**src/rtl/alu_arbiter.sv**
```systemverilog
// Two-port round-robin front end for the single shared combinational ALU.
// One transaction is in flight at a time. Operands are latched on accept,
// the ALU result is registered, and it is held until the owner takes it.
//
//   state | meaning
//   ------+-------------------------------------------------------------
//   IDLE  | no transaction; grant one valid requester (round-robin)
//   EXEC  | latched operands drive the ALU; result captured at cycle end
//   RESP  | rsp{owner}_valid high with the held result until rsp_ready
module alu_arbiter #(
  parameter int DATA_W = 8,
  parameter int OP_W   = 3,
  parameter int RES_W  = 16
) (
  input  logic              clk,
  input  logic              rst_n,
  input  logic              ena,

  input  logic              req0_valid,
  output logic              req0_ready,
  input  logic [DATA_W-1:0] req0_a,
  input  logic [DATA_W-1:0] req0_b,
  input  logic [OP_W-1:0]   req0_op,
  output logic              rsp0_valid,
  input  logic              rsp0_ready,
  output logic [RES_W-1:0]  rsp0_result,

  input  logic              req1_valid,
  output logic              req1_ready,
  input  logic [DATA_W-1:0] req1_a,
  input  logic [DATA_W-1:0] req1_b,
  input  logic [OP_W-1:0]   req1_op,
  output logic              rsp1_valid,
  input  logic              rsp1_ready,
  output logic [RES_W-1:0]  rsp1_result,

  output logic [DATA_W-1:0] alu_a,
  output logic [DATA_W-1:0] alu_b,
  output logic [OP_W-1:0]   alu_opcode,
  input  logic [RES_W-1:0]  alu_result
);

  typedef enum logic [1:0] {
    IDLE = 2'd0,
    EXEC = 2'd1,
    RESP = 2'd2
  } state_t;

  state_t              state_q, state_d;
  logic                last_grant_q, last_grant_d;
  logic                owner_q, owner_d;
  logic [DATA_W-1:0]   a_q, a_d;
  logic [DATA_W-1:0]   b_q, b_d;
  logic [OP_W-1:0]     op_q, op_d;
  logic [RES_W-1:0]    result_q, result_d;

  logic                any_valid;
  logic                grant;

  // Round-robin pick: the port that did not win last time takes a tie.
  always_comb begin
    any_valid = req0_valid | req1_valid;
    grant     = 1'b0;
    if (req0_valid && req1_valid) begin
      grant = ~last_grant_q;
    end else if (req1_valid) begin
      grant = 1'b1;
    end
  end

  // Next-state, register updates and handshake outputs; ena=0 freezes everything.
  always_comb begin
    state_d      = state_q;
    last_grant_d = last_grant_q;
    owner_d      = owner_q;
    a_d          = a_q;
    b_d          = b_q;
    op_d         = op_q;
    result_d     = result_q;
    req0_ready   = 1'b0;
    req1_ready   = 1'b0;
    rsp0_valid   = 1'b0;
    rsp1_valid   = 1'b0;

    case (state_q)
      IDLE: begin
        if (ena && any_valid) begin
          // The granted port is always valid, so ready implies acceptance.
          req0_ready = ~grant;
          req1_ready = grant;
          owner_d    = grant;
          a_d        = grant ? req1_a  : req0_a;
          b_d        = grant ? req1_b  : req0_b;
          op_d       = grant ? req1_op : req0_op;
          state_d    = EXEC;
        end
      end
      EXEC: begin
        if (ena) begin
          result_d = alu_result;
          state_d  = RESP;
        end
      end
      RESP: begin
        rsp0_valid = ~owner_q;
        rsp1_valid = owner_q;
        if (ena && (owner_q ? rsp1_ready : rsp0_ready)) begin
          last_grant_d = owner_q;
          state_d      = IDLE;
        end
      end
      default: begin
        state_d = IDLE;
      end
    endcase
  end

  // State and datapath registers; last_grant resets to 1 so port 0 wins first.
  always_ff @(posedge clk or negedge rst_n) begin
    if (!rst_n) begin
      state_q      <= IDLE;
      last_grant_q <= 1'b1;
      owner_q      <= 1'b0;
      a_q          <= '0;
      b_q          <= '0;
      op_q         <= '0;
      result_q     <= '0;
    end else begin
      state_q      <= state_d;
      last_grant_q <= last_grant_d;
      owner_q      <= owner_d;
      a_q          <= a_d;
      b_q          <= b_d;
      op_q         <= op_d;
      result_q     <= result_d;
    end
  end

  // ALU is fed only from the latched operands; results leave from the held register.
  always_comb begin
    alu_a       = a_q;
    alu_b       = b_q;
    alu_opcode  = op_q;
    rsp0_result = result_q;
    rsp1_result = result_q;
  end

endmodule

```
**config.mk**
```make
export PLATFORM = sky130hd
export DESIGN_NAME = alu_arbiter
export DESIGN_NICKNAME = d
export VERILOG_FILES = /design/src/rtl/alu_arbiter.sv
export SDC_FILE = /design/constraint.sdc
export NUM_CORES = 1
export LEC_CHECK = 0
export CORE_MARGIN = 2
export CORE_UTILIZATION = 39
export CTS_CLUSTER_SIZE = 8
export DETAILED_ROUTE_END_ITERATION = 7
export PLACE_DENSITY = 0.85
export RECOVER_POWER = 25
export SLEW_MARGIN = 20
export SYNTH_ARGS = -nofsm -noshare
export SYNTH_HDL_FRONTEND = slang
export SYNTH_SLANG_ARGS = --single-unit
```
**constraint.sdc**
```tcl
create_clock -name clk -period 2.76 [get_ports clk]
set_input_delay 0.414 -clock clk [delete_from_list [all_inputs] [get_ports clk]]
set_output_delay 0.414 -clock clk [all_outputs]
set_load 0.03 [all_outputs]
```
Yosys cells after proc, flatten, opt, wreduce, memory -nomap -nowiden
Cells that the tools add are included.
{"block": "word_totals", "ff_bits": 39, "out_inout_bits": 55, "word_cells": 40}
{"block": "classes", "eq_ne": 5, "n_mux": 16, "bitwise_logic": 4, "reduce_logical": 8}
{"op": "$mux W8", "n": 2}
{"op": "$mux W1", "n": 9}
{"op": "$mux W2", "n": 3}
{"op": "$ne A2 B2 Y1 const B", "n": 3}
{"op": "$pmux W2 S3", "n": 1}
{"op": "$reduce_and A2 Y1", "n": 3}
{"op": "$logic_and A1 B1 Y1", "n": 3}
{"op": "$mux W3", "n": 1}
{"op": "$not A1 Y1", "n": 3}
{"op": "$reduce_and A3 Y1", "n": 1}
{"op": "$eq A2 B1 Y1 const B", "n": 1}
{"op": "$eq A2 B2 Y1 const B", "n": 1}
{"op": "$logic_not A2 Y1", "n": 1}
{"op": "$or A1 B1 Y1", "n": 1}

Depth between registers and ports, before layout
{"block": "depth", "ltp_word": 5, "mapped_depth": 4, "depth_no_buf": 3}

Worst setup path after synthesis
No wires, ideal clock.
{"block": "synth_path", "path_kind": "reg2out", "startpoint": "register state_q[1]", "endpoint": "output req0_ready", "arrival_ns": 1.538, "t_required_ns": 2.346, "slack_ns": 0.808, "path_stages_with_launch": 4, "path_cell_list": "dfrtp_1 or3b_1 clkbuf_1 nor3b_2"}
{"block": "synth_via", "elab_chain_len": 2}
{"item": "from (decl)", "line": "49", "source": "state_t state_q, state_d;"}
{"item": "from (signal assigned)", "line": "129", "source": "state_q <= state_d;"}
{"item": "$logic_not A2 Y1", "line": "85", "source": "case (state_q)"}
{"item": "$mux W1", "line": "85"}
{"item": "to (decl)", "line": "20", "source": "output logic req0_ready,"}
No other way between the ends.

Worst setup path after layout
{"block": "layout_path", "startpoint": "input ena", "endpoint": "output req1_ready"}
{"block": "layout_via", "elab_chain_len": 3}
{"item": "from (decl)", "line": "17", "source": "input logic ena,"}
{"item": "$logic_and A1 B1 Y1", "line": "87", "source": "if (ena && any_valid) begin"}
{"item": "$mux W1", "line": "87"}
{"item": "$mux W1", "line": "85"}
{"item": "to (decl)", "line": "29", "source": "output logic req1_ready,"}
No other way between the ends.

==> results.sh <==
export IMPL_outcome="complete, but fails checks"
export IMPL_violations="capacitance limit, slew limit"
export IMPL_min_to="alu_b[1]$_DFFE_PN0P_"
export IMPL_synth_cell_types=24
export IMPL_worstPathMaxFanout=21
export IMPL_ys_ff_latch=39
export IMPL_antennaDiodeCount=0
export IMPL_die_h_um=72.7
export IMPL_drt_initial_drc_count=46
export IMPL_rsz0062_at_grt="no"
export IMPL_clock_latency_ns=0.29
export IMPL_n_fill_cell=412
export IMPL_drive_gt1_frac=0.123
export IMPL_end_kind="output pin"
export IMPL_finalSetupViolations=0
export IMPL_vias=1629
export IMPL_ctsResizeCount=0
export IMPL_start_util=0.398
export IMPL_antenna_found_initial=0
export IMPL_cts_sinks=39
export IMPL_die_w_um=72.7
export IMPL_synth_compound_area_frac=0.137
export IMPL_worst_slew_margin_rel=-0.379
export IMPL_drt_pass1_iter_count=4
export IMPL_period_share=0.907
export IMPL_worstMarginPinSlew_ns=2.07
export IMPL_synthCells=160
export IMPL_cts_buffer_depth=2
export IMPL_drv_cap=1
export IMPL_yosysTopAreaCell="dfrtp_1"
export IMPL_cp_slowest_stage_delay_ns=0.57
export IMPL_grt_pass1_wl_um=7490
export IMPL_hold_viol=0
export IMPL_die_area_mm2=0.00529
export IMPL_irDropWorstVdd_uv=519
export IMPL_path_clk_slew_ns=0.07
export IMPL_period_minus_slack_ns=2.50
export IMPL_postCtsSetupBuffers=0
export IMPL_cts_tree="done"
export IMPL_synthMuxAreaShare=0.103
export IMPL_wirelength_um=4730
export IMPL_synthTopCellsByArea="dfrtp_1 (52%), a221o_1 (10%), mux2_2 (9.8%), buf_4 (6.5%), nor3_1 (5.2%)"
export IMPL_leakage_uw=0.00126
export IMPL_critPathLaunchType="input pin"
export IMPL_rr_worst_depth=5
export IMPL_coreArea_mm2=0.00463
export IMPL_syn_to_final_growth_pct=64.8
export IMPL_max_freq_mhz=400
export IMPL_synth_top_area_share=0.516
export IMPL_finalNetCount=320
export IMPL_cpMaxStageDelayCell="clkdlybuf4s50_1"
export IMPL_final_util=0.656
export IMPL_ff2ff_setup_slack_ns=0.85
export IMPL_critPathRequiredTime_ns=2.35
export IMPL_final_cell_mix="clkdlybuf4s50_1 (112), dfrtp_1 (38), nand2_1 (20)"
export IMPL_dp_hpwl_um=3390
export IMPL_via_per_inst=5.19
export IMPL_grt_pass1_vias=1606
export IMPL_avgRoutedWirePerCell_um=15.1
export IMPL_synthAdderAreaFrac=0
export IMPL_arrival_ns=2.09
export IMPL_r2r_start="state_q[1]$_DFFE_PN0P_"
export IMPL_track_usage=0.183
export IMPL_syn_num_nets=221
export IMPL_tns_ns=0
export IMPL_cts_hold_buf=0
export IMPL_min_from="alu_b[1]$_DFFE_PN0P_"
export IMPL_power_density_mw_per_mm2=1260
export IMPL_synth_xor_area_frac=0
export IMPL_synth_top_family_by_area="compound AO/OA/AOI/OAI gates"
export IMPL_slew_violations=40
export IMPL_cts_root_buf="clkbuf_8"
export IMPL_syn_area_mm2=0.00184
export IMPL_hold_class="reg2reg"
export IMPL_yosys_warnings=0
export IMPL_drtAntennaViolNets=0
export IMPL_layout_commonest_cell="clkdlybuf4s50_1"
export IMPL_cts_htree_levels=2
export IMPL_totalPowerFinal_uw=3820
export IMPL_io_buffers=115
export IMPL_worstPathCellList="clkdlybuf4s50_1 > or3b_1 > buf_4 > a211oi_2 > buf_4"
export IMPL_crit_type="in2out"
export IMPL_cp_common_cell="buf_4"
export IMPL_clock_skew_final_ns=0.00605
export IMPL_gp_congestion=0.737
export IMPL_cts_buffers=5
export IMPL_worstReg2RegEnd="alu_b[5]$_DFFE_PN0P_"
export IMPL_fp_row_count=25
export IMPL_avgSynthCellArea_um2=11.5
export IMPL_drc=0
export IMPL_synth_seq_area_share=0.530
export IMPL_grt_ovfl_total=0
export IMPL_synth_simple_area_share=0.126
export IMPL_holdPathStages=1
export IMPL_boundaryPins=116
export IMPL_grt_max_degree=40
[how the worst max path moves through the flow]
| stage | start | endpoint | slack [ns] | cells after the start |
|---|---|---|---|---|
| after floorplan | state_q[1]$_DFFE_PN0P_ | req0_ready | 0.81 | 3 |
| after global placement | ena | req0_ready | 0.08 | 4 |
| after detailed placement | ena | req0_ready | 0.04 | 4 |
| after CTS | ena | req0_ready | 0.03 | 4 |
| after global routing | ena | req1_ready | 0.22 | 5 |
| final | ena | req1_ready | 0.26 | 5 |
[flip-flops by register name, indices dropped and copies added (netlist names)]
register / cells
owner_q: 1
alu_opcode: 3
state_q: 2
last_grant_q: 1
alu_b: 8
rsp0_result: 16
alu_a: 8
[layer usage]
metal  vias to the layer above  routed length (um)  GRT usage
li1                        762                   -          -
met1                       791                1910      0.209
met2                        68                2430      0.326
met3                         8                 317     0.0456
met4                         0                  74     0.0741
met5                         -                   0          0
[final cells by class]
| cell class | count | area (um2) | area share |
|---|---|---|---|
| clock buffer | 6 | 72.6 | 0.0239 |
| clock inverter | 2 | 60.1 | 0.0198 |
| inverter | 3 | 11.3 | 0.00371 |
| multi-input combinational | 91 | 674 | 0.222 |
| sequential | 39 | 977 | 0.322 |
| tap | 54 | 67.6 | 0.0222 |
| timing repair buffer | 119 | 1170 | 0.387 |
[critical path, delay by kind of cell]
family          cells  cell delay, ns
buf+inv             3            1.00
simple gates        1            0.42
compound gates      1            0.25
[synth_stat cells]
cell / count
nor2_1: 3
nor3b_2: 1
buf_4: 16
dfrtp_1: 38
mux2i_1: 1
o21ai_0: 1
nand2_1: 20
clkbuf_1: 6
nand3b_1: 1
nand4b_1: 1
a41oi_1: 1
buf_6: 2
o31ai_1: 1
or3b_1: 1
nor3_1: 19
o21bai_4: 1
nor2b_1: 2
buf_2: 3
a221o_1: 19
inv_1: 3
a211oi_2: 1
mux2_2: 16
a21oi_1: 2
dfstp_2: 1
[where the power goes]
part	total, uW	switching, uW	internal (uW)
clock network	568	206	362
registers	1050	193	857
logic	2200	1200	1000
total	3820	1600	2220
[cell families (layout without fill, tap and decap cells)]
family                 Yosys count  in the layout
muxes                           17             17
and+or+nand+nor                 48             48
buffers and inverters           30            130
AOI/OAI and AO/OA               26             26
DFF                             39             39
[stage by stage]
step / worst slack, ns / hold WS, ns / cells / cell area, um2
floorplan: 0.808 / 0.118 / 160 / 1840
global placement: 0.0803 / 0.495 / 306 / 2900
detailed placement: 0.0377 / 0.496 / 306 / 2900
CTS: 0.0289 / 0.260 / 314 / 3040
global route: 0.215 / 0.535 / 314 / 3040
finish: 0.257 / 0.513 / 314 / 3040
Note: power is estimated with default switching activity, not from simulation.
